--- src/rtl/lfsr_pkg.sv ---
// Shared LFSR definitions: FSM state encoding and feedback-mode constants.
package lfsr_pkg;

  typedef enum logic [1:0] {
    IDLE = 2'd0,
    RUN  = 2'd1,
    DONE = 2'd2
  } fsm_t;

  localparam int FIBONACCI = 0;
  localparam int GALOIS    = 1;

endpackage

--- src/rtl/lfsr_step.sv ---
// Combinational single LFSR step, Fibonacci shift-in or Galois XOR-mask form.
module lfsr_step #(
  parameter int               WIDTH  = 8,
  parameter logic [WIDTH-1:0] TAPS   = 8'h1D,
  parameter int               GALOIS = 0
) (
  input  logic [WIDTH-1:0] cur,
  output logic [WIDTH-1:0] nxt
);

  generate
    if (GALOIS == lfsr_pkg::GALOIS) begin : g_galois
      assign nxt = (cur >> 1) ^ (cur[0] ? TAPS : {WIDTH{1'b0}});
    end else begin : g_fibonacci
      assign nxt = {^(cur & TAPS), cur[WIDTH-1:1]};
    end
  endgenerate

endmodule

--- src/rtl/lfsr_gen.sv ---
// LFSR generator with single-step, counted-burst and load control.
// Optional zero-state recovery with lockup pulse when LFSR_GEN_LOCKUP_EN is defined.
module lfsr_gen #(
  parameter int               WIDTH  = 8,
  parameter logic [WIDTH-1:0] TAPS   = 8'h1D,
  parameter logic [WIDTH-1:0] SEED   = 8'h01,
  parameter int               GALOIS = 0,
  parameter int               CNT_W  = 16
) (
  input  logic             clk,
  input  logic             rst,
  input  logic             load,
  input  logic [WIDTH-1:0] seed_in,
  input  logic             en,
  input  logic             burst_start,
  input  logic [CNT_W-1:0] burst_len,
  output logic [WIDTH-1:0] state_out,
  output logic             bit_out,
  output logic             busy,
  output logic             done,
  output logic             lockup
);

  import lfsr_pkg::*;

  fsm_t             fsm_q, fsm_d;
  logic [CNT_W-1:0] cnt_q, cnt_d;
  logic [WIDTH-1:0] lfsr_q, lfsr_d;
  logic [WIDTH-1:0] step_raw, step_val, load_val;
  logic             do_step;

  lfsr_step #(
    .WIDTH  (WIDTH),
    .TAPS   (TAPS),
    .GALOIS (GALOIS)
  ) u_step (
    .cur (lfsr_q),
    .nxt (step_raw)
  );

`ifdef LFSR_GEN_LOCKUP_EN
  logic lockup_q, lockup_d;

  // An all-zero state would never leave zero, so both load and step paths fall back to SEED.
  assign load_val = (seed_in == '0)  ? SEED : seed_in;
  assign step_val = (step_raw == '0) ? SEED : step_raw;
  assign lockup_d = load ? (seed_in == '0) : (do_step && (step_raw == '0));
  assign lockup   = lockup_q;

  always_ff @(posedge clk) begin
    if (rst) lockup_q <= 1'b0;
    else     lockup_q <= lockup_d;
  end
`else
  assign load_val = seed_in;
  assign step_val = step_raw;
  assign lockup   = 1'b0;
`endif

  always_comb begin
    fsm_d   = fsm_q;
    cnt_d   = cnt_q;
    do_step = 1'b0;
    if (load) begin
      fsm_d = IDLE;
      cnt_d = '0;
    end else begin
      case (fsm_q)
        IDLE: begin
          if (burst_start) begin
            if (burst_len == '0) begin
              fsm_d = DONE;
            end else begin
              fsm_d = RUN;
              cnt_d = burst_len;
            end
          end else begin
            do_step = en;
          end
        end
        RUN: begin
          do_step = 1'b1;
          cnt_d   = cnt_q - CNT_W'(1);
          if (cnt_q == CNT_W'(1)) fsm_d = DONE;
        end
        DONE:    fsm_d = IDLE;
        default: fsm_d = IDLE;
      endcase
    end
  end

  assign lfsr_d = load ? load_val : (do_step ? step_val : lfsr_q);

  always_ff @(posedge clk) begin
    if (rst) begin
      lfsr_q <= SEED;
      fsm_q  <= IDLE;
      cnt_q  <= '0;
    end else begin
      lfsr_q <= lfsr_d;
      fsm_q  <= fsm_d;
      cnt_q  <= cnt_d;
    end
  end

  assign state_out = lfsr_q;
  assign bit_out   = lfsr_q[0];
  assign busy      = (fsm_q == RUN);
  assign done      = (fsm_q == DONE);

endmodule

--- config.mk ---
export PLATFORM = sky130hd
export DESIGN_NAME = lfsr_gen
export DESIGN_NICKNAME = d
export VERILOG_FILES = /design/src/rtl/lfsr_pkg.sv /design/src/rtl/lfsr_step.sv /design/src/rtl/lfsr_gen.sv
export SDC_FILE = /design/constraint.sdc
export NUM_CORES = 1
export LEC_CHECK = 0
export ABC_AREA = 1
export CORE_UTILIZATION = 55
export DETAILED_ROUTE_END_ITERATION = 8
export DONT_BUFFER_PORTS = 1
export PLACE_DENSITY = 0.81
export REMOVE_ABC_BUFFERS = 1
export SYNTH_ARGS = -nofsm -noshare
export SYNTH_HDL_FRONTEND = slang
export SYNTH_SLANG_ARGS = --single-unit
--- constraint.sdc ---
create_clock -name clk -period 1.4 [get_ports clk]
set_input_delay 0.14 -clock clk [delete_from_list [all_inputs] [get_ports clk]]
set_output_delay 0.14 -clock clk [all_outputs]
set_load 0.05 [all_outputs]
==> results.py <==
metrics = {
    "outcome": {
        "status": "complete, but fails checks",
        "violations": "hold timing",
    },
    "finish": {
        "fin_nets": 349,
        "final_cells": 360,
        "final_common_cell": "nand2_1",
        "final_util_pct": 69.8,
        "diodes": 0,
        "layout-drive-gt1-share_pct": 21.2,
        "final_cell_mix": "89 x nand2_1, 43 x nor2_1, 22 x dfxtp_1, 22 x buf_4, 18 x nand3_1",
        "areaGrowthSynthToFinish_pct": 20.2,
        "fillers": 276,
        "multi_input_area_mm2": 0.00115,
        "regArea_um2": 528,
    },
    "sta": {
        "slew_viol_final": 0,
        "skew_ns": 0.0137,
        "setup_violations": 0,
        "fin_crit_sh_pct": 97.2,
        "fmax_mhz": 734,
        "hold_viol": 2,
        "layout_min_cycle_time_ns": 1.36,
        "hold-worst-slack_ns": -0.00613,
        "layout_setup_ws_ns": 0.0385,
        "rsz0062_at_grt": "true",
    },
    "placement": {
        "dp.cells": 344,
        "gp_congestion": 0.883,
        "hpwl_um": 3260,
        "pre_cts_ws_ns": 0.00899,
        "port_buffers": 0,
    },
    "critical_path": {
        "cp_common_cell": "nand2_1",
        "slowest_stage": "dfxtp_1",
        "critPathBufInv": 0,
        "cp_top_family": "simple AND/OR/NAND/NOR gates",
        "slowest_delay_ns": 0.36,
        "start_kind": "flip-flop",
        "worstPathArrival_ns": 1.60,
        "crit_type": "flip-flop to flip-flop",
        "path_cells": "nor2_1 > nand2_1 > nor2_2 > nand2_1 > nand2_1 > nand3_1 > nand2_1 > a21oi_1",
        "required_ns": 1.64,
        "cp-end-kind": "flip-flop",
        "critPathMaxFanout": 4,
    },
    "floorplanning": {
        "core_mm2": 0.00305,
        "io_pins": 41,
        "die_width_um": 58.8,
        "die_area_mm2": 0.00345,
        "rows": 20,
        "die_h_um": 58.8,
        "start_util_pct": 58.0,
    },
    "yosys": {
        "yosysWarnings": 0,
        "seq_area_frac_synth_pct": 29.4,
        "synth_cell_types": 32,
        "postSynth.asyncResetShare_pct": 0,
        "synth_cells": 291,
        "netlist_area_mm2": 0.00177,
        "synth_edf_count": 0,
        "ys.flop_type": "dfxtp_1",
        "synth.avg_cell_area_um2": 6.09,
        "synth-seq-cells": 26,
    },
    "pwr": {
        "finalPower_mw": 1.85,
        "power.density_mw_per_mm2": 870,
        "power.leakage_nw": 0.970,
        "max-vdd-ir-drop_v": 0.000993,
    },
    "hold_path": {
        "hold_class": "input pin to flip-flop",
    },
    "drt": {
        "wl_per_cell_um": 13.8,
        "vias_per_cell": 5.43,
        "via_count": 1955,
        "wirelength_um": 4980,
        "first_iter_violations": 118,
        "detail-route-antenna-nets": 0,
        "firstDrtPassIters": 4,
        "drc_errors": 0,
    },
    "clocking": {
        "htreeDepth": 1,
        "cts_buffers": 3,
        "clk_pin_slew_ns": 0.15,
        "worstSkewPairLatency_ns": 0.35,
        "cts_tree": "built",
        "root_buffer": "clkbuf_4",
        "clock-sinks": 26,
        "clockBufferDepth": 2,
    },
    "global_routing": {
        "grt_overflow": 0,
        "antenna_found_initial": 0,
        "grt_pass1_vias": 1852,
        "grt_start_max_net_pins": 14,
        "grt_pass1_wl_um": 7780,
        "grt_use_total_pct": 29.7,
    },
    "run": {
        "maxCapViolations": 0,
    },
}
==> cell families (layout without fill, tap and decap cells) <==
| logic type | count (synthesis) | in the layout | share of synthesized area (%) |
|---|---|---|---|
| AO/OA/AOI/OAI | 40 | 40 | 12.6 |
| adder cells (fa/ha/maj) | 2 | 2 | 1.41 |
| XOR/XNOR | 4 | 4 | 1.98 |
| AND/OR/NAND/NOR | 183 | 183 | 44.8 |
| buffers and inverters | 34 | 59 | 9.11 |
| other | 1 | 1 | 0.212 |
| multiplexers | 1 | 1 | 0.565 |
| flip-flops | 26 | 26 | 29.4 |
==> cell type report <==
class | instances | area share, %
clock buffer | 3 | 1.06
inverter | 24 | 4.82
multi-input combinational | 231 | 54.1
sequential | 26 | 24.8
tap | 44 | 2.59
timing repair buffer | 31 | 12.3
timing repair inverter | 1 | 0.294
==> synth_stat cells, drive strengths merged (2+ instances only) <==
master	number	share of area [%]
clkbuf	2	0.42
xnor2	2	0.99
nand2	95	21
ha	2	1.4
nor3	4	1.1
a31oi	3	1.1
nand3	20	6.4
inv	23	5.0
xor2	2	0.99
dfxtp	26	29
nand4	4	1.4
nor2	58	14
a21oi	18	5.7
o211ai	2	0.85
o21ai	16	4.5
buf	8	3.4
==> sequential cells by signal, indices dropped and copies added, names as in the netlist <==
register	flops
state_out	8
fsm_q	2
cnt_q	16
==> metal layers <==
layer / track usage [%] / part of all wire (%) / vias up
met5: 0 / 0 / -
met4: 14.3 / 2.7 / 0
met3: 7.91 / 8.3 / 18
met2: 45.8 / 49 / 95
met1: 38.4 / 40 / 865
li1: - / - / 977
==> power breakdown <==
group / switching, mW / leakage [nW] / internal [mW]
clock: 0.240 / 0.0138 / 0.102
sequential: 0.0464 / 0.215 / 0.783
combinational: 0.435 / 0.741 / 0.247
==> metrics by stage <==
step                cell area (µm²)  TNS [ns]
global route                   2130    -0.307
floorplan                      1700    -0.139
detailed placement             1900         0
CTS                            2030         0
finish                         2130         0
global placement               1900         0
==> what timing repair did <==
action                                 in CTS  in global routing
resized for setup                           9                 30
setup endpoints to repair                   4                 19
endpoints found under the hold margin       9                  0
pin swaps                                   0                  5
setup buffers                               2                  4
gates cloned                                1                  0
hold buffers                                6                  0
==> worst min-delay path, stage by stage <==
cell and delay [ns]:
nor2_1 0.04, nand2_1 0.06, a31oi_1 0.07
==> worst paths after layout <==
check	slack (ns)	start	endpoint	depth (start not counted)
min	-0.006	load	state_out[4]$_SDFFE_PP0P_	3
min reg2reg	0.51	state_out[6]$_SDFFE_PP0P_	state_out[5]$_SDFFE_PP0P_	2
max	0.04	cnt_q[3]$_SDFFE_PP0P_	cnt_q[9]$_SDFFE_PP0P_	8
max reg2reg	0.04	cnt_q[3]$_SDFFE_PP0P_	cnt_q[9]$_SDFFE_PP0P_	8
No activity file was read; power rests on OpenSTA's default activity.
